`src/rtl/mac_requant_pkg.sv`:
```
// Shared widths, saturation bounds and rounding/saturation helpers for the
// MAC requantisation stage.
package mac_requant_pkg;

  localparam int IMG_WIDTH   = 16;
  localparam int KER_WIDTH   = 16;
  localparam int ACC_WIDTH   = IMG_WIDTH + KER_WIDTH + 1;
  localparam int BIAS_WIDTH  = 16;
  localparam int SHIFT_WIDTH = 5;
  localparam int FIFO_DEPTH  = 4;
  // delta + bias needs one extra bit, the rounding add one more
  localparam int SUM_WIDTH   = ACC_WIDTH + 2;

  localparam logic signed [SUM_WIDTH-1:0] SAT_MAX =
    {{(SUM_WIDTH-IMG_WIDTH+1){1'b0}}, {(IMG_WIDTH-1){1'b1}}};
  localparam logic signed [SUM_WIDTH-1:0] SAT_MIN =
    {{(SUM_WIDTH-IMG_WIDTH+1){1'b1}}, {(IMG_WIDTH-1){1'b0}}};

  typedef struct packed {
    logic [BIAS_WIDTH-1:0]  bias;
    logic [SHIFT_WIDTH-1:0] shift;
    logic                   relu;
  } cfg_t;

  function automatic logic [SUM_WIDTH-1:0] round_const(input logic [SHIFT_WIDTH-1:0] sh);
    logic [SUM_WIDTH-1:0] one;
    one = {{(SUM_WIDTH-1){1'b0}}, 1'b1};
    return (sh == '0) ? '0 : (one << (sh - SHIFT_WIDTH'(1)));
  endfunction

  function automatic logic [IMG_WIDTH-1:0] saturate(input logic signed [SUM_WIDTH-1:0] x,
                                                    input logic relu);
    logic [IMG_WIDTH-1:0] r;
    if (x > SAT_MAX) begin
      r = {1'b0, {(IMG_WIDTH-1){1'b1}}};
    end else if (x < SAT_MIN) begin
      r = {1'b1, {(IMG_WIDTH-1){1'b0}}};
    end else begin
      r = x[IMG_WIDTH-1:0];
    end
    return (relu && r[IMG_WIDTH-1]) ? '0 : r;
  endfunction

endpackage

```
`src/rtl/mac_requant_fifo_fwft.sv`:
```
// First-word-fall-through queue with a registered head; a push into an empty
// queue bypasses storage and lands directly in the output register.
module fifo_fwft #(
  parameter int WIDTH = 16,
  parameter int DEPTH = 4
) (
  input  logic                     clk,
  input  logic                     rst,
  input  logic                     push,
  input  logic [WIDTH-1:0]         wdata,
  output logic                     full,
  input  logic                     pop,
  output logic                     empty,
  output logic [$clog2(DEPTH):0]   count,
  output logic [WIDTH-1:0]         data
);
  localparam int AW = $clog2(DEPTH);
  localparam int CW = AW + 1;

  logic [WIDTH-1:0] mem [DEPTH];
  logic [AW-1:0]    wr_ptr_r, rd_ptr_r;
  logic [CW-1:0]    mem_cnt_r;
  logic             out_val_r;
  logic [WIDTH-1:0] data_r;
  logic             load_out_s, take_mem_s, bypass_s, mem_push_s;

  // head register free or being consumed decides where the next word goes
  always_comb begin
    load_out_s = !out_val_r || pop;
    take_mem_s = load_out_s && (mem_cnt_r != '0);
    bypass_s   = load_out_s && (mem_cnt_r == '0) && push;
    mem_push_s = push && !bypass_s;
  end

  assign count = mem_cnt_r + CW'(out_val_r);
  assign full  = (count == CW'(DEPTH));
  assign empty = !out_val_r;
  assign data  = data_r;

  // storage, pointers and output register
  always_ff @(posedge clk or posedge rst) begin
    if (rst) begin
      for (int i = 0; i < DEPTH; i++) mem[i] <= '0;
      wr_ptr_r  <= '0;
      rd_ptr_r  <= '0;
      mem_cnt_r <= '0;
      out_val_r <= 1'b0;
      data_r    <= '0;
    end else begin
      mem_cnt_r <= mem_cnt_r + CW'(mem_push_s) - CW'(take_mem_s);
      if (mem_push_s) begin
        mem[wr_ptr_r] <= wdata;
        wr_ptr_r      <= wr_ptr_r + AW'(1);
      end
      if (take_mem_s) begin
        data_r    <= mem[rd_ptr_r];
        rd_ptr_r  <= rd_ptr_r + AW'(1);
        out_val_r <= 1'b1;
      end else if (bypass_s) begin
        data_r    <= wdata;
        out_val_r <= 1'b1;
      end else if (load_out_s) begin
        out_val_r <= 1'b0;
      end
    end
  end

endmodule

```
`src/rtl/mac_requant.sv`:
```
// Window-sum requantisation: delta vs. snapshot, bias, round-half-up shift,
// saturate/ReLU, then a credit-protected output queue.
module mac_requant
  import mac_requant_pkg::*;
(
  input  logic                   clk,
  input  logic                   rst,
  input  logic [ACC_WIDTH-1:0]   acc,
  input  logic                   acc_take,
  input  logic                   acc_rebase,
  input  logic [BIAS_WIDTH-1:0]  cfg_bias,
  input  logic [SHIFT_WIDTH-1:0] cfg_shift,
  input  logic                   cfg_relu,
  output logic [IMG_WIDTH-1:0]   dout,
  output logic                   dout_val,
  input  logic                   dout_rdy,
  output logic                   drop
);
  localparam int CNT_W    = $clog2(FIFO_DEPTH) + 1;
  localparam int CREDIT_W = CNT_W + 1;

  logic [ACC_WIDTH-1:0]        snapshot_r;
  logic                        s1_val_r, s2_val_r, s3_val_r, s4_val_r;
  logic [ACC_WIDTH-1:0]        s1_delta_r;
  cfg_t                        s1_cfg_r;
  logic signed [SUM_WIDTH-1:0] s2_sum_r, s3_shr_r;
  logic [SHIFT_WIDTH-1:0]      s2_shift_r;
  logic                        s2_relu_r, s3_relu_r;
  logic [IMG_WIDTH-1:0]        s4_data_r;
  logic                        drop_r;

  logic [2:0]                  inflight_s;
  logic [CREDIT_W-1:0]         credit_s;
  logic                        take_ok_s;
  logic signed [SUM_WIDTH-1:0] s1_sum_s;
  logic [CNT_W-1:0]            fifo_count_s;
  logic                        fifo_full_s, fifo_empty_s, fifo_push_s, fifo_pop_s;

  // a take is accepted only if every in-flight result is guaranteed a slot
  always_comb begin
    inflight_s = 3'(s1_val_r) + 3'(s2_val_r) + 3'(s3_val_r) + 3'(s4_val_r);
    credit_s   = CREDIT_W'(fifo_count_s) + CREDIT_W'(inflight_s);
    take_ok_s  = acc_take && (credit_s < CREDIT_W'(FIFO_DEPTH));
    s1_sum_s   = {{(SUM_WIDTH-ACC_WIDTH){s1_delta_r[ACC_WIDTH-1]}}, s1_delta_r}
               + {{(SUM_WIDTH-BIAS_WIDTH){s1_cfg_r.bias[BIAS_WIDTH-1]}}, s1_cfg_r.bias}
               + round_const(s1_cfg_r.shift);
  end

  // snapshot, S1..S4 pipeline and sticky drop flag
  always_ff @(posedge clk or posedge rst) begin
    if (rst) begin
      snapshot_r <= '0;
      s1_val_r   <= 1'b0;
      s2_val_r   <= 1'b0;
      s3_val_r   <= 1'b0;
      s4_val_r   <= 1'b0;
      s1_delta_r <= '0;
      s1_cfg_r   <= '0;
      s2_sum_r   <= '0;
      s2_shift_r <= '0;
      s2_relu_r  <= 1'b0;
      s3_shr_r   <= '0;
      s3_relu_r  <= 1'b0;
      s4_data_r  <= '0;
      drop_r     <= 1'b0;
    end else begin
      // snapshot moves even on a discarded take so later windows stay right
      if (acc_take || acc_rebase) snapshot_r <= acc;
      s1_val_r <= take_ok_s;
      if (take_ok_s) begin
        s1_delta_r <= acc - snapshot_r;
        s1_cfg_r   <= '{bias: cfg_bias, shift: cfg_shift, relu: cfg_relu};
      end
      if (acc_take && !take_ok_s) drop_r <= 1'b1;

      s2_val_r   <= s1_val_r;
      s2_sum_r   <= s1_sum_s;
      s2_shift_r <= s1_cfg_r.shift;
      s2_relu_r  <= s1_cfg_r.relu;

      s3_val_r   <= s2_val_r;
      s3_shr_r   <= s2_sum_r >>> s2_shift_r;
      s3_relu_r  <= s2_relu_r;

      s4_val_r   <= s3_val_r;
      s4_data_r  <= saturate(s3_shr_r, s3_relu_r);
    end
  end

  assign fifo_push_s = s4_val_r && !fifo_full_s;
  assign fifo_pop_s  = dout_val && dout_rdy;
  assign dout_val    = !fifo_empty_s;
  assign drop        = drop_r;

  fifo_fwft #(
    .WIDTH(IMG_WIDTH),
    .DEPTH(FIFO_DEPTH)
  ) u_fifo (
    .clk   (clk),
    .rst   (rst),
    .push  (fifo_push_s),
    .wdata (s4_data_r),
    .full  (fifo_full_s),
    .pop   (fifo_pop_s),
    .empty (fifo_empty_s),
    .count (fifo_count_s),
    .data  (dout)
  );

endmodule

```
`config.mk`:
```
export PLATFORM = sky130hd
export DESIGN_NAME = mac_requant
export DESIGN_NICKNAME = d
export VERILOG_FILES = /design/src/rtl/mac_requant_pkg.sv /design/src/rtl/mac_requant_fifo_fwft.sv /design/src/rtl/mac_requant.sv
export SDC_FILE = /design/constraint.sdc
export NUM_CORES = 1
export LEC_CHECK = 0
export ABC_AREA = 0
export CAP_MARGIN = 25
export CORE_AREA = 2 2 181 183
export CTS_CLUSTER_DIAMETER = 100
export DETAILED_ROUTE_END_ITERATION = 6
export DIE_AREA = 0 0 183 185
export GPL_TIMING_DRIVEN = 0
export PLACE_DENSITY = 0.82
export SLEW_MARGIN = 25
export SYNTH_ARGS = -nofsm -noshare
export SYNTH_HDL_FRONTEND = slang
export SYNTH_HIERARCHICAL = 1
export SYNTH_SLANG_ARGS = --single-unit
```
`constraint.sdc`:
```
create_clock -name clk -period 13.6 [get_ports clk]
set_input_delay 1.36 -clock clk [delete_from_list [all_inputs] [get_ports clk]]
set_output_delay 1.36 -clock clk [all_outputs]
set_load 0.05 [all_outputs]
```
==> impl_metrics.tcl <==
set metrics [dict create \
    status "complete, no violations" \
    worst_pin_slew_ns 0.9011 \
    drtIter0Drc 872 \
    grt_pass1_vias 13960 \
    cap_violations 0 \
    ys_async_sr_fraction 1.000 \
    row_count 66 \
    seq_area_frac_synth 0.4032 \
    r2r_cells 22 \
    critPathCaptureType "flip-flop" \
    ant_nets 0 \
    num_vias 13460 \
    max_slew_margin 0.3970 \
    gp_congestion 0.9264 \
    drive_above_1_share 0.1274 \
    stdcell_count 2284 \
    gr-total-overflow 0 \
    htree_num_levels 1 \
    clockRootBuffer "clkbuf_16" \
    crit_fanout 6 \
    crit_arrival_ns 5.36 \
    hold_viol 0 \
    r2r-start "s1_delta_r[1]" \
    die_area_um2 33860 \
    cts_setup_buffers 0 \
    grt_use_total 0.2459 \
    rsz0062_at_grt "no" \
    nets 2026 \
    ys_warn_count 6 \
    tns_ns 0 \
    cts_tree "built" \
    dr.pass1.iters 5 \
    slew_viol_final 0 \
    max-vdd-ir-drop_uv 156.3 \
    wl_per_cell_um 17.75 \
    drcViolationCount 0 \
    startpoint_type "flip-flop" \
    critPathCapture "s2_sum_r[32]" \
    dp_cells 2230 \
    leakage_nw 8.818 \
    antenna_cells 0 \
    critical_path_required_ns 14.05 \
    clk_pin_slew_ns 0.06 \
    cts.sinks 274 \
    min_path_type "reg2reg" \
    power_density_nw_per_um2 289.4 \
    final.fill_count 2550 \
    worstSetupStartpoint "s1_delta_r[1]" \
    wl_mm 40.55 \
    synthTopCellsByArea "dfrtp_1, ha_1, mux2_2" \
    critPathKind "reg2reg" \
    antenna_found_initial 0 \
    die_x_um 183 \
    pin_count 78 \
    hold_path_depth 0 \
    grt_pass1_wl_mm 67.90 \
    fin_skew_ns 0.02433 \
    layout_commonest_cell "dfrtp_1" \
    clkLatencyLatePin_ns 0.59 \
    yosys_register_bits 274 \
    finalSetupViolations 0 \
    avgSynthCellArea_um2 9.755 \
    area_growth_pct 14.14 \
    synth_edf_count 0 \
    rr_endpoint "s2_sum_r[32]" \
    initial_utilization 0.5307 \
    hold_start "s1_cfg_r[3]" \
    max_freq_ghz 0.2035 \
    numPortBuffers 77 \
    netlist_area_um2 17000 \
    cts_resized 0 \
    viasPerCell 5.891 \
    dp_hpwl_mm 30.31 \
    cts_max_path_buffers 3 \
    finalCriticalPeriod_ns 4.913 \
    numCtsBuffers 31 \
    mostFrequentLayoutCells "dfrtp_1, nand2_1, nor2_1" \
    synth.top_cell.area_share 0.4032 \
    reg2reg_slack_ns 8.69 \
    syn_inst 1743 \
    holdBufCountCts 0 \
    grt_max_degree 98 \
    synth_nets 1914 \
    ys.flop_type "dfrtp_1" \
    yosysTopAreaCell "dfrtp_1" \
    die_h_um 185 \
    post-route-period-util 0.3613 \
    core_area_um2 32040 \
    synth_cell_types 77 \
]
==> report_power, final <==
part	internal (mW)	switching, mW	leakage [nW]	total (mW)
clock	0.517	0.336	0.522	0.853
sequential	1.22	0.262	3.27	1.48
combinational	1.38	1.91	5.02	3.29
total	3.11	2.51	8.82	5.62
==> worst min-delay path by stage <==
| stage | to | slack, ns |
|---|---|---|
| 3_5_place_dp | s3_relu_r | 0.33 |
| 6_report | s2_shift_r[2] | 0.36 |
| 4_1_cts | s3_relu_r | 0.37 |
| 5_1_grt | s3_relu_r | 0.37 |
| 3_3_place_gp | s3_relu_r | 0.34 |
| 2_1_floorplan | s3_relu_r | 0.33 |
==> layout make-up <==
| type | count | area, µm² | area share |
|---|---|---|---|
| Clock inverter | 13 | 171.4 | 0.008832 |
| Sequential cell | 274 | 6857 | 0.3533 |
| Multi-Input combinational cell | 1315 | 9519 | 0.4905 |
| Tap cell | 408 | 510.5 | 0.02630 |
| Buffer | 81 | 354.1 | 0.01825 |
| Inverter | 73 | 284.0 | 0.01463 |
| Clock buffer | 41 | 893.4 | 0.04603 |
| Timing Repair Buffer | 79 | 818.3 | 0.04216 |
==> critical path, cell delays in order (launching register included) <==
cell and delay, ns:
dfrtp_1 0.41, ha_1 0.28, a21o_1 0.10, a21oi_1 0.09, o21ai_0 0.38, nand4_1 0.24
a21oi_1 0.30, o21ai_0 0.20, a21oi_1 0.45, o21bai_1 0.10, a21boi_0 0.21, o32a_1 0.20
ha_1 0.30, a21o_1 0.21, a21o_1 0.17, a21o_1 0.18, a21o_1 0.17, a21o_1 0.19
a41oi_1 0.17, a21oi_1 0.10, nand3_1 0.10, nand2_1 0.08, xor2_1 0.15
==> layer usage <==
layer | track usage | wire (µm)
met1 | 0.2854 | 16140
met5 | 0 | 0
met4 | 0.1062 | 1634
met2 | 0.4548 | 20910
met3 | 0.03303 | 1872
==> synthesized netlist by cell type, drive strengths merged, types with 12 or more instances <==
cell	count
ha	106
mux2	105
nand2	214
a21o	46
nand2b	19
mux4	33
xnor2	53
dfrtp	274
clkbuf	56
nand4	12
nor2	144
mux2i	29
xor2	31
nor3	28
inv	71
o21a	20
a31oi	34
o21ai	131
buf	25
a21oi	118
nand3	36
nor2b	21
a211oi	14
==> through the flow <==
stage | util | setup slack (ns) | instance area (µm²) | hold slack [ns] | power, mW
final | 0.6057 | 8.687 | 19410 | 0.3647 | 5.617
after global routing | 0.6057 | 8.355 | 19410 | 0.3727 | 6.064
after CTS | 0.6057 | 8.775 | 19410 | 0.3735 | 5.600
after detailed placement | 0.5725 | 8.808 | 18340 | 0.3347 | 4.701
after global placement | 0.5707 | 5.103 | 18290 | 0.3383 | 4.588
after floorplan | - | 7.183 | 17000 | 0.3312 | 3.909
==> registers in the layout, summed over array words and instances (netlist names), 5 cells and up <==
name / cells
s2_shift_r: 5
s3_shr_r: 35
s1_cfg_r: 22
s2_sum_r: 35
snapshot_r: 33
s1_delta_r: 33
u_fifo/data: 16
s4_data_r: 16
u_fifo/mem: 64
==> cells by family after synthesis <==
group                      share of synthesized area
buffers and inverters                        0.03694
muxes                                         0.1347
DFF                                           0.4032
AOI/OAI and AO/OA                             0.1617
xor gates and xnor gates                     0.04327
other                                      0.0002205
and+or+nand+nor                               0.1361
adders and majority gates                    0.08389
No activity file was read; power rests on OpenSTA's default activity.
